**src/rtl/memory_access_unit_if.sv**
```systemverilog
// Data-memory request/response channel between the memory stage and data memory.
// The memory stage is the master: it drives requests and consumes responses.
interface memory_access_unit_if #(
    parameter int DATA_WIDTH   = 32,
    parameter int ADDRESS_BITS = 20
);
    logic                    dmem_req_valid;
    logic                    dmem_req_ready;
    logic                    dmem_req_write;
    logic [ADDRESS_BITS-1:0] dmem_req_addr;
    logic [DATA_WIDTH-1:0]   dmem_req_wdata;
    logic                    dmem_resp_valid;
    logic [DATA_WIDTH-1:0]   dmem_resp_rdata;

    modport master (
        output dmem_req_valid, dmem_req_write, dmem_req_addr, dmem_req_wdata,
        input  dmem_req_ready, dmem_resp_valid, dmem_resp_rdata
    );

    modport slave (
        input  dmem_req_valid, dmem_req_write, dmem_req_addr, dmem_req_wdata,
        output dmem_req_ready, dmem_resp_valid, dmem_resp_rdata
    );
endinterface

```
**src/rtl/memory_access_unit.sv**
```systemverilog
// Memory stage: issues full-word loads/stores to data memory, stalls upstream while an
// access is outstanding, and registers the memory-to-writeback values.
module memory_access_unit #(
    parameter int                    DATA_WIDTH   = 32,
    parameter int                    ADDRESS_BITS = 20,
    parameter logic [DATA_WIDTH-1:0] NOP          = 32'h00000013
) (
    input  logic                  clock,
    input  logic                  reset,
    input  logic [DATA_WIDTH-1:0] ALU_result_memory,
    input  logic [DATA_WIDTH-1:0] store_data_memory,
    input  logic [4:0]            rd_memory,
    input  logic                  memRead_memory,
    input  logic                  memWrite_memory,
    input  logic                  regWrite_memory,
    input  logic [DATA_WIDTH-1:0] instruction_memory,
    memory_access_unit_if.master  dmem,
    output logic                  stall_memory,
    output logic [DATA_WIDTH-1:0] write_data_writeback,
    output logic [4:0]            rd_writeback,
    output logic                  regWrite_writeback,
    output logic [DATA_WIDTH-1:0] instruction_writeback
);
    typedef enum logic [1:0] {S_IDLE, S_REQ, S_WAIT, S_DONE} state_t;

    state_t r_state, w_next;

    logic w_is_load, w_is_store, w_mem_op, w_stall;

    // Opcode qualification keeps the post-reset NOP (which carries memRead=1) from issuing.
    assign w_is_load  = memRead_memory  && (instruction_memory[6:0] == 7'b0000011);
    assign w_is_store = memWrite_memory && (instruction_memory[6:0] == 7'b0100011);
    assign w_mem_op   = w_is_load || w_is_store;

    logic                    r_req_valid, r_req_write;
    logic [ADDRESS_BITS-1:0] r_req_addr;
    logic [DATA_WIDTH-1:0]   r_req_wdata, r_alu, r_rdata, r_instr;
    logic [4:0]              r_rd;
    logic                    r_rw;

    logic [DATA_WIDTH-1:0] w_wb_data, w_wb_instr;
    logic [4:0]            w_wb_rd;
    logic                  w_wb_rw;

    logic [DATA_WIDTH-1:0] r_wb_data, r_wb_instr;
    logic [4:0]            r_wb_rd;
    logic                  r_wb_rw;

    always_ff @(posedge clock) begin
        if (reset) r_state <= S_IDLE;
        else       r_state <= w_next;
    end

    always_comb begin
        w_next  = r_state;
        w_stall = 1'b0;
        case (r_state)
            S_IDLE: begin
                w_stall = w_mem_op;
                if (w_mem_op) w_next = S_REQ;
            end
            S_REQ: begin
                w_stall = 1'b1;
                if (dmem.dmem_req_ready) w_next = r_req_write ? S_DONE : S_WAIT;
            end
            S_WAIT: begin
                w_stall = 1'b1;
                if (dmem.dmem_resp_valid) w_next = S_DONE;
            end
            S_DONE: w_next = S_IDLE;
            default: w_next = S_IDLE;
        endcase
        if (reset) w_stall = 1'b0;
    end

    assign stall_memory = w_stall;

    // Request fields are captured once on issue and held untouched until the handshake.
    always_ff @(posedge clock) begin
        if (reset) begin
            r_req_valid <= 1'b0;
            r_req_write <= 1'b0;
            r_req_addr  <= '0;
            r_req_wdata <= '0;
            r_alu       <= '0;
            r_rdata     <= '0;
            r_rd        <= '0;
            r_rw        <= 1'b0;
            r_instr     <= NOP;
        end else begin
            r_req_valid <= (w_next == S_REQ);
            if (r_state == S_IDLE && w_mem_op) begin
                r_req_write <= w_is_store;
                r_req_addr  <= ALU_result_memory[ADDRESS_BITS+1:2];
                r_req_wdata <= store_data_memory;
                r_alu       <= ALU_result_memory;
                r_rd        <= rd_memory;
                r_rw        <= regWrite_memory;
                r_instr     <= instruction_memory;
            end
            if (r_state == S_WAIT && dmem.dmem_resp_valid) r_rdata <= dmem.dmem_resp_rdata;
        end
    end

    always_comb begin
        w_wb_data  = '0;
        w_wb_rd    = '0;
        w_wb_rw    = 1'b0;
        w_wb_instr = NOP;
        case (r_state)
            S_IDLE: if (!w_mem_op) begin
                w_wb_data  = ALU_result_memory;
                w_wb_rd    = rd_memory;
                w_wb_rw    = regWrite_memory;
                w_wb_instr = instruction_memory;
            end
            S_DONE: begin
                w_wb_data  = r_req_write ? r_alu : r_rdata;
                w_wb_rd    = r_rd;
                w_wb_rw    = r_rw;
                w_wb_instr = r_instr;
            end
            default: ;
        endcase
    end

    always_ff @(posedge clock) begin
        if (reset) begin
            r_wb_data  <= '0;
            r_wb_rd    <= '0;
            r_wb_rw    <= 1'b0;
            r_wb_instr <= NOP;
        end else begin
            r_wb_data  <= w_wb_data;
            r_wb_rd    <= w_wb_rd;
            r_wb_rw    <= w_wb_rw;
            r_wb_instr <= w_wb_instr;
        end
    end

    assign dmem.dmem_req_valid  = r_req_valid;
    assign dmem.dmem_req_write  = r_req_write;
    assign dmem.dmem_req_addr   = r_req_addr;
    assign dmem.dmem_req_wdata  = r_req_wdata;
    assign write_data_writeback  = r_wb_data;
    assign rd_writeback          = r_wb_rd;
    assign regWrite_writeback    = r_wb_rw;
    assign instruction_writeback = r_wb_instr;
endmodule
```
**src/flat_wrapper.sv**
```systemverilog
// flat-port wrapper written by rule: the top's interface ports become plain ports
module memory_access_unit_flat 
#(
    parameter int                    DATA_WIDTH   = 32,
    parameter int                    ADDRESS_BITS = 20,
    parameter logic [DATA_WIDTH-1:0] NOP          = 32'h00000013
)
  (clock, reset, ALU_result_memory, store_data_memory, rd_memory, memRead_memory, memWrite_memory, regWrite_memory, instruction_memory, stall_memory, write_data_writeback, rd_writeback, regWrite_writeback, instruction_writeback, dmem_dmem_req_valid, dmem_dmem_req_write, dmem_dmem_req_addr, dmem_dmem_req_wdata, dmem_dmem_req_ready, dmem_dmem_resp_valid, dmem_dmem_resp_rdata);
  memory_access_unit_if #(.DATA_WIDTH(DATA_WIDTH), .ADDRESS_BITS(ADDRESS_BITS)) dmem_i ();
  input  logic clock;
  input  logic reset;
  input  logic [DATA_WIDTH-1:0] ALU_result_memory;
  input  logic [DATA_WIDTH-1:0] store_data_memory;
  input  logic [4:0] rd_memory;
  input  logic memRead_memory;
  input  logic memWrite_memory;
  input  logic regWrite_memory;
  input  logic [DATA_WIDTH-1:0] instruction_memory;
  output logic stall_memory;
  output logic [DATA_WIDTH-1:0] write_data_writeback;
  output logic [4:0] rd_writeback;
  output logic regWrite_writeback;
  output logic [DATA_WIDTH-1:0] instruction_writeback;
  output wire logic [$bits(dmem_i.dmem_req_valid)-1:0] dmem_dmem_req_valid;
  output wire logic [$bits(dmem_i.dmem_req_write)-1:0] dmem_dmem_req_write;
  output wire logic [$bits(dmem_i.dmem_req_addr)-1:0] dmem_dmem_req_addr;
  output wire logic [$bits(dmem_i.dmem_req_wdata)-1:0] dmem_dmem_req_wdata;
  input wire logic [$bits(dmem_i.dmem_req_ready)-1:0] dmem_dmem_req_ready;
  input wire logic [$bits(dmem_i.dmem_resp_valid)-1:0] dmem_dmem_resp_valid;
  input wire logic [$bits(dmem_i.dmem_resp_rdata)-1:0] dmem_dmem_resp_rdata;
  assign dmem_dmem_req_valid = dmem_i.dmem_req_valid;
  assign dmem_dmem_req_write = dmem_i.dmem_req_write;
  assign dmem_dmem_req_addr = dmem_i.dmem_req_addr;
  assign dmem_dmem_req_wdata = dmem_i.dmem_req_wdata;
  assign dmem_i.dmem_req_ready = dmem_dmem_req_ready;
  assign dmem_i.dmem_resp_valid = dmem_dmem_resp_valid;
  assign dmem_i.dmem_resp_rdata = dmem_dmem_resp_rdata;
  memory_access_unit #(.DATA_WIDTH(DATA_WIDTH), .ADDRESS_BITS(ADDRESS_BITS), .NOP(NOP)) u_core (.clock(clock), .reset(reset), .ALU_result_memory(ALU_result_memory), .store_data_memory(store_data_memory), .rd_memory(rd_memory), .memRead_memory(memRead_memory), .memWrite_memory(memWrite_memory), .regWrite_memory(regWrite_memory), .instruction_memory(instruction_memory), .dmem(dmem_i), .stall_memory(stall_memory), .write_data_writeback(write_data_writeback), .rd_writeback(rd_writeback), .regWrite_writeback(regWrite_writeback), .instruction_writeback(instruction_writeback));
endmodule
```
**config.mk**
```make
export PLATFORM = sky130hd
export DESIGN_NAME = memory_access_unit_flat
export DESIGN_NICKNAME = d
export VERILOG_FILES = /design/src/rtl/memory_access_unit_if.sv /design/src/rtl/memory_access_unit.sv /design/src/flat_wrapper.sv
export SDC_FILE = /design/constraint.sdc
export NUM_CORES = 1
export LEC_CHECK = 0
export BUFFER_PORTS_ARGS = -buffer_cell sky130_fd_sc_hd__clkbuf_2
export CAP_MARGIN = 20
export CORE_UTILIZATION = 30
export CTS_CLUSTER_SIZE = 14
export DETAILED_ROUTE_END_ITERATION = 10
export PLACE_DENSITY = 0.55
export SYNTH_ARGS = -nofsm -noshare
export SYNTH_HDL_FRONTEND = slang
export SYNTH_SLANG_ARGS = --single-unit
```
**constraint.sdc**
```tcl
create_clock -name clock -period 2.2 [get_ports clock]
set_clock_uncertainty 0.05 [all_clocks]
set_input_delay 0.44 -clock clock [delete_from_list [all_inputs] [get_ports clock]]
set_output_delay 0.44 -clock clock [all_outputs]
set_load 0.05 [all_outputs]
```
==> flow_metrics.py <==
metrics = {
    "job": {
        "max_cap_violations": 0,
    },
    "floorplanning": {
        "dieArea_um2": 26300,
        "core-area_um2": 25200,
        "fp.dieH_um": 162,
        "rows": 58,
        "die_w_um": 162,
        "io_pins": 265,
        "initial_core_util_pct": 30.5,
    },
    "place": {
        "place_congestion": 0.760,
        "dp_hpwl_um": 14700,
        "io_buffers": 264,
        "pre_cts_slack_ps": 66.3,
    },
    "sta": {
        "setup_viol": 1,
        "maxSlewViolCount": 0,
        "post-route-min-period_ps": 2290,
        "fin_crit_sh_pct": 104,
        "tightest_slew_ps": 698,
        "worst_slack_ps": -90.5,
        "rsz0062_at_grt": "true",
        "slew-limit-headroom_pct": 53.5,
        "whs_ps": 97.5,
        "fmax_ghz": 0.437,
        "hold_viol": 0,
    },
    "finish": {
        "fin_nets": 1265,
        "area_growth_pct": 32.5,
        "regArea_um2": 4170,
        "diodes": 0,
        "multi_input_area_um2": 3120,
        "fin_util_pct": 40.5,
        "drive_gt1_share_pct": 33.4,
        "fillCellCount": 2591,
    },
    "drt": {
        "ant_nets": 0,
        "routed_wirelength_um": 22800,
        "drc_errors": 0,
        "drtIter0Drc": 403,
        "routedWlPerCell_um": 15.5,
        "vias": 6901,
        "routed_via_density": 4.70,
        "drtPass1Iterations": 5,
    },
    "outcome": {
        "violations": "negative setup slack",
        "outcome": "finished with violations",
    },
    "critical_path": {
        "start_kind": "register",
        "critPathMaxStageDelay_ps": 320,
        "path_delay_family": "simple AND/OR/NAND/NOR gates",
        "path_max_fanout": 2,
        "slowest_stage": "dfxtp_2",
        "crit_chain": "inv_2, ha_4, inv_4, nor4b_4, nor2_4, nor3_4, buf_12",
        "cp.buffers_inverters": 3,
        "cp.arrival_ps": 1800,
        "cp.required_ps": 1710,
        "end_kind": "output port",
        "path_class": "reg -> out",
    },
    "logic_synthesis": {
        "synth_area_um2": 7690,
        "synth_warnings": 0,
        "postSynthCellCount": 894,
        "yosysSeqAreaShare_pct": 54.1,
        "syn_nets": 1038,
        "syn_avg_cell_area_um2": 8.60,
        "synth.ff_latch_count": 208,
        "synth_cell_types": 28,
    },
    "cts": {
        "cts.hold.buffers_added": 0,
        "cts_sinks": 208,
        "cts_tree": "built",
        "cts-root-buf": "clkbuf_16",
        "cts_inserted_buffers": 24,
        "clkLatencyLatePin_ps": 510,
        "cts_buffer_depth": 3,
        "clk_pin_slew_ps": 60,
        "htree_levels": 1,
    },
    "worst_hold_path": {
        "worst_hold_path_type": "in -> reg",
    },
    "global_routing": {
        "grt_max_degree": 137,
        "grt_first_pass_wirelength_um": 35800,
        "first_global_vias": 6702,
        "grt_overflow_total": 0,
        "antenna_found_initial": 0,
        "grt_usage_pct": 16.9,
    },
    "power": {
        "leakage_nw": 4.31,
        "powerDensity_nw_per_um2": 870,
        "peakVddDrop_mv": 0.440,
    },
}
==> sequential cells by signal, summed over array words and instances, names as in the netlist <==
signal,cells
u_core.dmem.dmem_req_valid,1
u_core.dmem.dmem_req_wdata,32
u_core.dmem.dmem_req_write,1
u_core.instruction_writeback,32
u_core.r_alu,32
u_core.r_instr,32
u_core.r_rd,5
u_core.r_rdata,32
u_core.r_rw,1
u_core.r_state,2
u_core.rd_writeback,5
u_core.regWrite_writeback,1
u_core.write_data_writeback,32
==> metrics by stage <==
| stage | power, mW | std cells | instance area [um2] | TNS (ps) |
|---|---|---|---|---|
| 2_1_floorplan | 4.47 | 894 | 7710 | -0.680 |
| 3_3_place_gp | 4.78 | 1423 | 9310 | 0 |
| 3_5_place_dp | 4.79 | 1423 | 9310 | 0 |
| 4_1_cts | 9.02 | 1469 | 10200 | -129 |
| 5_1_grt | 9.23 | 1469 | 10200 | -194 |
| 6_report | 8.87 | 1469 | 10200 | -90.5 |
==> layer usage <==
metal	global-route usage [%]	wire length (um)	share of wire (%)
met5	0	0	0
met4	4.85	553	2.4
met3	4.85	1700	7.5
met2	28.3	10600	46
met1	21.1	9950	44
==> final timing paths <==
check	from	to	slack, ps	depth (start not counted)
worst min register to register	u_core.r_instr[1]	u_core.r_instr[1]	400	1
worst max register to register	u_core.r_state[1]	u_core.dmem.dmem_req_wdata[26]	340	8
worst min-delay path	store_data_memory[17]	u_core.dmem.dmem_req_wdata[17]	100	3
worst max-delay path	u_core.r_state[1]	stall_memory	-90	7
==> layout by cell type (no fill, tap or decap), types with 2 or more instances in the layout <==
cell type and count:
clkinv_2 3, ha_4 2, ha_1 2, dfxtp_2 2
a221o_1 2, mux2_2 33, bufinv_16 2, nor3_1 3
clkbuf_8 9, nand2_1 258, buf_4 21, nand3_1 2
and2_1 5, buf_12 8, nor2_1 71, or3_1 3
a22oi_1 67, clkbuf_1 4, clkbuf_16 25, a21oi_1 131
dfxtp_1 205, clkbuf_2 262, inv_4 2
==> Yosys cell counts <==
| library cell | n | area [um2] |
|---|---|---|
| a21o_1 | 1 | 7.51 |
| a21oi_1 | 131 | 656 |
| a221o_1 | 2 | 20.0 |
| a221oi_1 | 1 | 8.76 |
| a22oi_1 | 67 | 503 |
| a31oi_4 | 1 | 21.3 |
| and2_1 | 5 | 31.3 |
| buf_2 | 9 | 45.0 |
| buf_4 | 30 | 225 |
| clkbuf_1 | 51 | 191 |
| dfxtp_1 | 208 | 4160 |
| ha_1 | 4 | 50.1 |
| inv_1 | 3 | 11.3 |
| mux2_2 | 33 | 372 |
| nand2_1 | 258 | 968 |
| nand2b_1 | 1 | 6.26 |
| nand3_1 | 2 | 10.0 |
| nand4_2 | 1 | 12.5 |
| nand4bb_1 | 1 | 11.3 |
| nor2_1 | 72 | 270 |
| nor3_1 | 4 | 20.0 |
| nor4_4 | 1 | 21.3 |
| nor4b_2 | 1 | 15.0 |
| o21ba_2 | 1 | 10.0 |
| o32ai_1 | 1 | 8.76 |
| or2_1 | 1 | 6.26 |
| or2_2 | 1 | 6.26 |
| or3_1 | 3 | 18.8 |
==> layout make-up <==
class / instances / share of cell area [%]
multi-input combinational: 593 / 30.6
sequential: 208 / 40.9
clock inverter: 6 / 0.810
tap: 330 / 4.05
timing repair buffer: 291 / 16.0
inverter: 3 / 0.160
clock buffer: 38 / 7.50
==> kinds of logic after synthesis <==
kind of cell             synth area share, %
multiplexers                            4.83
flip-flops                              54.1
buffers and inverters                   6.15
adder cells (fa/ha/maj)                0.651
AO/OA/AOI/OAI                           16.1
AND/OR/NAND/NOR                         18.2
==> worst reg2reg max path: stages (launching register included) <==
cell and delay, ps:
dfxtp_2 320, inv_2 80, ha_4 160, inv_4 50
nor4b_4 320, buf_4 290, buf_12 260, nand2_1 140
a21oi_1 130
==> power by group <==
part	internal, mW	switching, mW	total [mW]
combinational	0.240	0.569	0.808
sequential	3.86	0.0292	3.89
clock	2.61	1.57	4.17
==> repair_timing <==
item | CTS | global route
setup endpoints to repair | 1 | 1
setup buffers | 2 | 0
resized for setup | 9 | 1
pin swaps | 3 | 1
Note: power is estimated with default switching activity, not from simulation.
